**src/rtl/seven_seg_scan_mux.sv**
```systemverilog
// seven_seg_scan_mux: time-multiplexed N-digit common-anode 7-segment driver with tear-free frame latching.
// Define SEVEN_SEG_LZ_BLANK_EN to suppress leading zeros (digit 0 is never suppressed).
module seven_seg_scan_mux #(
    parameter int NUM_DIGITS  = 4,
    parameter int REFRESH_DIV = 100000,
    parameter int CNT_W       = 17,
    parameter int IDX_W       = 2
) (
    input  logic                    clk,
    input  logic                    rst_n,
    input  logic                    en,
    input  logic                    load,
    input  logic [4*NUM_DIGITS-1:0] bcd_in,
    input  logic [NUM_DIGITS-1:0]   dp_in,
    output logic [NUM_DIGITS-1:0]   an,
    output logic [6:0]              seg,
    output logic                    dp
);
    logic [CNT_W-1:0]        cnt;
    logic [IDX_W-1:0]        idx;
    logic                    tick;
    logic                    wrap;
    logic [4*NUM_DIGITS-1:0] shadow_bcd;
    logic [4*NUM_DIGITS-1:0] disp_bcd;
    logic [NUM_DIGITS-1:0]   shadow_dp;
    logic [NUM_DIGITS-1:0]   disp_dp;
    logic [NUM_DIGITS-1:0]   lz;
    logic [3:0]              nib;
    logic [6:0]              seg_nxt;

    function automatic logic [6:0] decode(input logic [3:0] v);
        case (v)
            4'd0:    decode = 7'b1000000;
            4'd1:    decode = 7'b1111001;
            4'd2:    decode = 7'b0100100;
            4'd3:    decode = 7'b0110000;
            4'd4:    decode = 7'b0011001;
            4'd5:    decode = 7'b0010010;
            4'd6:    decode = 7'b0000010;
            4'd7:    decode = 7'b1111000;
            4'd8:    decode = 7'b0000000;
            4'd9:    decode = 7'b0010000;
            default: decode = 7'b1111111;
        endcase
    endfunction

    assign tick = cnt == CNT_W'(REFRESH_DIV - 1);
    assign wrap = tick && idx == IDX_W'(NUM_DIGITS - 1);

    always_ff @(posedge clk or negedge rst_n)
        if (!rst_n) begin
            cnt <= '0;
            idx <= '0;
        end else begin
            cnt <= tick ? '0 : cnt + CNT_W'(1);
            if (tick) idx <= wrap ? '0 : idx + IDX_W'(1);
        end

    // Display only changes at frame boundaries; a load landing on the wrap edge bypasses the shadow.
    always_ff @(posedge clk or negedge rst_n)
        if (!rst_n) begin
            shadow_bcd <= '0;
            shadow_dp  <= '0;
            disp_bcd   <= '0;
            disp_dp    <= '0;
        end else begin
            if (load) begin
                shadow_bcd <= bcd_in;
                shadow_dp  <= dp_in;
            end
            if (wrap) begin
                disp_bcd <= load ? bcd_in : shadow_bcd;
                disp_dp  <= load ? dp_in : shadow_dp;
            end
        end

`ifdef SEVEN_SEG_LZ_BLANK_EN
    assign lz[0] = 1'b0;
    for (genvar k = 1; k < NUM_DIGITS; k++) begin : g_lz
        assign lz[k] = disp_bcd[4*NUM_DIGITS-1:4*k] == '0;
    end
`else
    assign lz = '0;
`endif

    assign nib     = disp_bcd[4*idx +: 4];
    assign seg_nxt = lz[idx] ? 7'b1111111 : decode(nib);

    always_ff @(posedge clk or negedge rst_n)
        if (!rst_n) begin
            an  <= '1;
            seg <= 7'b1111111;
            dp  <= 1'b1;
        end else begin
            an  <= en ? ~(NUM_DIGITS'(1) << idx) : '1;
            seg <= en ? seg_nxt : 7'b1111111;
            dp  <= en ? ~disp_dp[idx] : 1'b1;
        end
endmodule

```
**config.mk**
```make
export PLATFORM = sky130hd
export DESIGN_NAME = seven_seg_scan_mux
export DESIGN_NICKNAME = d
export VERILOG_FILES = /design/src/rtl/seven_seg_scan_mux.sv
export SDC_FILE = /design/constraint.sdc
export NUM_CORES = 1
export LEC_CHECK = 0
export ABC_AREA = 0
export CORE_MARGIN = 4
export CORE_UTILIZATION = 55
export CTS_CLUSTER_DIAMETER = 200
export DETAILED_ROUTE_END_ITERATION = 7
export DONT_BUFFER_PORTS = 1
export GPL_ROUTABILITY_DRIVEN = 0
export GPL_TIMING_DRIVEN = 0
export PLACE_DENSITY_LB_ADDON = 0.08
export SLEW_MARGIN = 20
export SYNTH_ARGS = -nofsm -noshare
export SYNTH_HDL_FRONTEND = slang
export SYNTH_SLANG_ARGS = --single-unit
```
**constraint.sdc**
```tcl
create_clock -name clk -period 2.8 [get_ports clk]
set_input_delay 0.28 -clock clk [delete_from_list [all_inputs] [get_ports clk]]
set_output_delay 0.28 -clock clk [all_outputs]
set_load 0.02 [all_outputs]
```
==> results of run 1 <==
flip-flops by register name, indices dropped and copies added (netlist names):
| signal | cells |
|---|---|
| cnt | 17 |
| shadow_dp | 4 |
| an | 4 |
| shadow_bcd | 16 |
| disp_bcd | 16 |
| idx | 2 |
| seg | 7 |
| dp | 1 |
| disp_dp | 4 |
worst max-delay path: stages (launching register included):
cell       delay [ps]
dfrtp_1           410
buf_6             170
mux4_2            580
inv_1             140
ha_1              170
inv_1              40
mux2_2            260
o2bb2ai_1         160
nand2_1            70
synth_stat cells (3+ instances only):
cell type / number / share of area, %
nor2b_1: 3 / 0.61
o21ai_0: 7 / 1.1
dfrtp_1: 59 / 48
xor2_1: 9 / 2.6
xnor2_1: 5 / 1.4
inv_1: 7 / 0.85
buf_2: 3 / 0.49
mux4_2: 5 / 3.6
ha_1: 10 / 4.1
a21oi_1: 3 / 0.49
nand4_1: 5 / 1.0
nand3_1: 3 / 0.49
and4_1: 3 / 0.85
mux2_2: 41 / 15
dfstp_2: 12 / 10
nand2_1: 17 / 2.1
clkbuf_1: 4 / 0.49
nor2_1: 13 / 1.6
final cells by class:
cell class                 instances  area (µm²)
timing repair buffer               3        47.5
fill                             442        2060
buffer                             8        41.3
clock buffer                      10         138
sequential                        71        1790
multi-input combinational        143        1230
inverter                           7        26.3
clock inverter                     6        45.0
tap                               72        90.1
through the flow:
step / power, mW / cell area (µm²) / instances / hold slack [ps]
2_1_floorplan: 1.21 / 3090 / 229 / -15.6
3_3_place_gp: 1.23 / 3180 / 301 / -12.8
3_5_place_dp: 1.24 / 3180 / 301 / -12.9
4_1_cts: 2.00 / 3410 / 320 / 92.3
5_1_grt: 2.06 / 3410 / 320 / 87.7
6_report: 1.98 / 3410 / 320 / 106
power groups by stage:
stage	Clock [mW]	Sequential [mW]	Combinational [mW]
after floorplan	0	1.13	0.0811
after detailed placement	0	1.14	0.0987
after CTS	0.751	1.12	0.127
after global routing	0.798	1.12	0.140
final	0.737	1.12	0.124
after global placement	0	1.13	0.0924
metal layers:
metal | up-vias | share of wire, % | GRT usage, %
met5 | - | 0 | 0
met4 | 0 | 2.3 | 8.17
met1 | 926 | 44 | 20.4
met3 | 11 | 3.9 | 3.87
li1 | 826 | - | -
met2 | 41 | 50 | 28.1
path summary, 6_finish.rpt:
check / start / endpoint / slack [ps]
setup / recovery: idx[0]$_DFFE_PN0N_ / seg[4]$_DFF_PN1_ / 710
hold / removal: bcd_in[9] / shadow_bcd[9]$_DFF_PN0_ / 110
setup reg to reg: idx[0]$_DFFE_PN0N_ / seg[4]$_DFF_PN1_ / 710
hold reg to reg: cnt[0]$_DFF_PN0_ / cnt[0]$_DFF_PN0_ / 460
max in group asynchronous: rst_n / an[3]$_DFF_PN1_ / 2000
min in group asynchronous: rst_n / disp_bcd[0]$_DFFE_PN0P_ / 490
repair_timing:
action	4_1_cts	5_1_grt
hold buffers	3	0
setup buffers	0	0
hold endpoints to repair	78	0
kinds of logic after synthesis:
group | share of synthesized area, %
buffers and inverters | 2.19
adders and majority gates | 4.05
DFF | 58.0
xor gates and xnor gates | 3.97
muxes | 19.2
and+or+nand+nor | 10.0
AOI/OAI and AO/OA | 2.55
==> flow_metrics.env, run 1 <==
export IMPL_outcome="finished, final reports clean"
export IMPL_crit_path_start_kind="flop"
export IMPL_ys_seq_area_share_pct=58.0
export IMPL_cts_tree="done"
export IMPL_crit_path_max_fanout=7
export IMPL_cts_root_buffer="clkbuf_8"
export IMPL_synth_seq_cells=71
export IMPL_area_growth_pct=10.4
export IMPL_port_buffers=0
export IMPL_skew_ps=4.93
export IMPL_final_setup_tns_ps=0
export IMPL_slew_headroom_pct=56.5
export IMPL_finalMaxSlewViolations=0
export IMPL_grt_ovfl_total=0
export IMPL_ys_flop_type="dfrtp_1"
export IMPL_vdd_ir_drop_max_v=0.000360
export IMPL_setup_viol=0
export IMPL_drive_gt1_share_pct=33.9
export IMPL_avgViaCountPerCell=5.64
export IMPL_clkPwrFrac_pct=37.2
export IMPL_ant_nets=0
export IMPL_hp_class="input pin to flop"
export IMPL_cap_violations=0
export IMPL_grt_pass1_wl_um=9180
export IMPL_required_ps=3050
export IMPL_final_cell_mix="dfrtp_1 (59), mux2_2 (41), nand2_1 (17), nor2_1 (13), dfstp_2 (12)"
export IMPL_routed_wl_um=5360
export IMPL_seq_power_share_pct=56.5
export IMPL_combinationalPowerShare_pct=6.3
export IMPL_synth_distinct_cells=33
export IMPL_antenna_cells=0
export IMPL_clkSinkCount=71
export IMPL_drt_iter0_drc=43
export IMPL_synth_warnings=0
export IMPL_htreeDepth=3
export IMPL_first_global_vias=1963
export IMPL_grt_max_degree=72
export IMPL_worst_slew_pin_slew_ps=652
export IMPL_die_y_um=82.9
export IMPL_power_internal_mw=1.49
export IMPL_place_hpwl_um=3760
export IMPL_crit_type="flop to flop"
export IMPL_cts_inserted_buffers=9
export IMPL_avgRoutedWirePerCell_um=16.8
export IMPL_antenna_found_initial=0
export IMPL_finalWorstSetupSlack_ps=714
export IMPL_die_w_um=82.9
export IMPL_io_pins=36
export IMPL_drc=0
export IMPL_cts_resized_gates=0
export IMPL_period_share_pct=74.5
export IMPL_dieArea_um2=6880
export IMPL_async_reset_ff_share_pct=100
export IMPL_core_area_um2=5470
export IMPL_syn_avg_cell_area_um2=13.5
export IMPL_cts_reportedPaths_clkPinSlew_ps=80
export IMPL_timing_fmax_ghz=0.479
export IMPL_finalCriticalPeriod_ps=2090
export IMPL_leakagePower_nw=1.48
export IMPL_layout_cells_most_common="dfrtp_1"
export IMPL_num_rows=27
export IMPL_synthCells=229
export IMPL_synth_edff_count=0
export IMPL_worstHoldPathCells=1
export IMPL_endpoint_kind="flop"
export IMPL_place_ws_ps=731
export IMPL_layout_nets=277
export IMPL_syn_nets=263
export IMPL_clockBufferDepth=2
export IMPL_rsz0062_at_grt="no"
export IMPL_grt_use_total_pct=16.8
export IMPL_clk_latency_ps=340
export IMPL_hold_violations=0
export IMPL_powerDensity_nw_per_um2=580
export IMPL_p_switching_uw=483
export IMPL_syn_cell_area_um2=3090
export IMPL_dr_total_vias=1804
export IMPL_final_util_pct=62.3
export IMPL_ff2ff_path_depth=8
export IMPL_sw_frac_of_total_pct=24.4
export IMPL_firstDrtPassIters=4
export IMPL_worstPathArrival_ps=2340
export IMPL_start_util_pct=56.4
No activity file was read; power rests on OpenSTA's default activity.
==> run 2: changes to the inputs <==
==> constraint.sdc (replaced) <==
create_clock -name clk -period 1.89 [get_ports clk]
set_input_delay 0.189 -clock clk [delete_from_list [all_inputs] [get_ports clk]]
set_output_delay 0.189 -clock clk [all_outputs]
set_load 0.02 [all_outputs]
==> flow_metrics.env, run 2 (same netlist as run 1, synthesis figures left out) <==
export IMPL_grt_ovfl_total=0
export IMPL_worstPathArrival_ps=2100
export IMPL_dr_total_vias=1848
export IMPL_outcome="finished, final reports clean"
export IMPL_vdd_ir_drop_max_v=0.000528
export IMPL_core_area_um2=5470
export IMPL_avgViaCountPerCell=5.55
export IMPL_place_hpwl_um=3760
export IMPL_final_cell_mix="dfrtp_1 (59), mux2_2 (40), nand2_1 (16), nor2_1 (13), dfstp_2 (12)"
export IMPL_setup_viol=0
export IMPL_layout_cells_most_common="dfrtp_1"
export IMPL_start_util_pct=56.4
export IMPL_clk_latency_ps=330
export IMPL_slew_headroom_pct=55.1
export IMPL_finalMaxSlewViolations=0
export IMPL_regMostFlops="cnt"
export IMPL_rsz0062_at_grt="yes"
export IMPL_skew_ps=5.13
export IMPL_endpoint_kind="flop"
export IMPL_place_ws_ps=-179
export IMPL_grt_max_degree=72
export IMPL_crit_path_max_fanout=8
export IMPL_cts_tree="done"
export IMPL_worst_slew_pin_slew_ps=673
export IMPL_clockBufferDepth=2
export IMPL_crit_path_start_kind="flop"
export IMPL_routed_wl_um=5580
export IMPL_powerDensity_nw_per_um2=827
export IMPL_port_buffers=0
export IMPL_largest_register_ffs=17
export IMPL_required_ps=2140
export IMPL_top_regs="cnt (17), disp_bcd (16), shadow_bcd (16)"
export IMPL_finalCriticalPeriod_ps=1850
export IMPL_timing_fmax_ghz=0.541
export IMPL_crit_type="flop to flop"
export IMPL_grt_pass1_wl_um=9290
export IMPL_drc=0
export IMPL_placed_cells=301
export IMPL_grt_use_total_pct=17.0
export IMPL_ff2ff_setup_slack_ps=40
export IMPL_reg2reg_to="seg[4]$_DFF_PN1_"
export IMPL_worstHoldPathCells=1
export IMPL_first_global_vias=2000
export IMPL_fillers=420
export IMPL_num_rows=27
export IMPL_finalWorstSetupSlack_ps=41.3
export IMPL_dieArea_um2=6880
export IMPL_die_y_um=82.9
export IMPL_worstHoldStart="bcd_in[14]"
export IMPL_layout_nets=290
export IMPL_cts_inserted_buffers=9
export IMPL_leakagePower_nw=1.57
export IMPL_io_pins=36
export IMPL_stdcell_count=333
export IMPL_firstDrtPassIters=4
export IMPL_drt_iter0_drc=72
export IMPL_die_w_um=82.9
export IMPL_ant_nets=0
export IMPL_cts_reportedPaths_clkPinSlew_ps=80
export IMPL_drive_gt1_share_pct=40.2
export IMPL_period_share_pct=97.8
export IMPL_antenna_found_initial=0
export IMPL_avgRoutedWirePerCell_um=16.7
export IMPL_htreeDepth=3
export IMPL_cts_root_buffer="clkbuf_8"
export IMPL_r2r_start="idx[0]$_DFFE_PN0N_"
export IMPL_clkSinkCount=71
export IMPL_cap_violations=0
export IMPL_hold_ws_ps=18.6
export IMPL_area_growth_pct=15.8
export IMPL_final_setup_tns_ps=0
export IMPL_hp_class="input pin to flop"
export IMPL_antenna_cells=0
export IMPL_ff2ff_path_depth=6
export IMPL_hold_violations=0
export IMPL_hold_end="shadow_bcd[14]$_DFF_PN0_"
-- run 2: cell types whose count changed in the layout (fill, tap and decap cells not counted), sizes merged --
cell         before  now
buf               5   15
clkbuf           14   13
dlygate4sd3       2    6
-- run 2: critical path, cell delays in order, from the launching register on --
cell	delay, ps
dfrtp_1	360
buf_6	140
buf_4	120
mux4_2	610
mux2_4	340
o2bb2ai_2	120
nand2_1	70
-- run 2: report_power, final --
| part | switching, mW | internal, mW | total (mW) | leakage, nW |
|---|---|---|---|---|
| registers | 0.0458 | 1.61 | 1.65 | 0.869 |
| logic | 0.102 | 0.107 | 0.209 | 0.616 |
| clock network | 0.576 | 0.516 | 1.09 | 0.0849 |
| total | 0.724 | 2.23 | 2.96 | 1.57 |
-- run 2: layer usage --
metal	global-route usage, %	vias to the layer above	wire length [µm]
li1	-	850	-
met1	20.7	939	2470
met2	28.3	45	2750
met3	3.87	14	215
met4	8.62	0	140
met5	0	-	0
-- run 2: worst max path at each step --
stage | startpoint | to | slack (ps) | cells past startpoint
2_1_floorplan | idx[0]$_DFFE_PN0N_ | seg[4]$_DFF_PN1_ | 10 | 8
3_3_place_gp | idx[0]$_DFFE_PN0N_ | seg[4]$_DFF_PN1_ | -130 | 8
3_5_place_dp | idx[0]$_DFFE_PN0N_ | seg[4]$_DFF_PN1_ | -180 | 8
4_1_cts | cnt[0]$_DFF_PN0_ | disp_bcd[2]$_DFFE_PN0P_ | -50 | 6
5_1_grt | idx[0]$_DFFE_PN0N_ | seg[4]$_DFF_PN1_ | -70 | 8
6_report | idx[0]$_DFFE_PN0N_ | seg[4]$_DFF_PN1_ | 40 | 6
-- run 2: stage by stage --
step / cell area (µm²) / utilization [%] / total power [mW]
after detailed placement: 3180 / 58.1 / 1.83
after global routing: 3580 / 65.3 / 3.08
after CTS: 3450 / 63.1 / 2.96
after floorplan: 3090 / - / 1.79
final: 3580 / 65.3 / 2.96
after global placement: 3180 / 58.1 / 1.82
-- run 2: what timing repair did --
action	4_1_cts	5_1_grt
pin swaps	0	2
hold endpoints to repair	78	4
cloned	0	1
setup endpoints to repair	22	37
gates resized for setup	3	23
buffers inserted	5	4
hold buffers	3	4
-- run 2: area by class of cell --
type | count | area, µm² | share of cell area, %
Buffer | 7 | 53.8 | 1.50
Clock buffer | 10 | 138 | 3.85
Clock inverter | 6 | 45.0 | 1.26
Inverter | 7 | 26.3 | 0.735
Multi-Input combinational cell | 143 | 1270 | 35.5
Sequential cell | 71 | 1790 | 50.1
Tap cell | 72 | 90.1 | 2.52
Timing Repair Buffer | 17 | 163 | 4.55
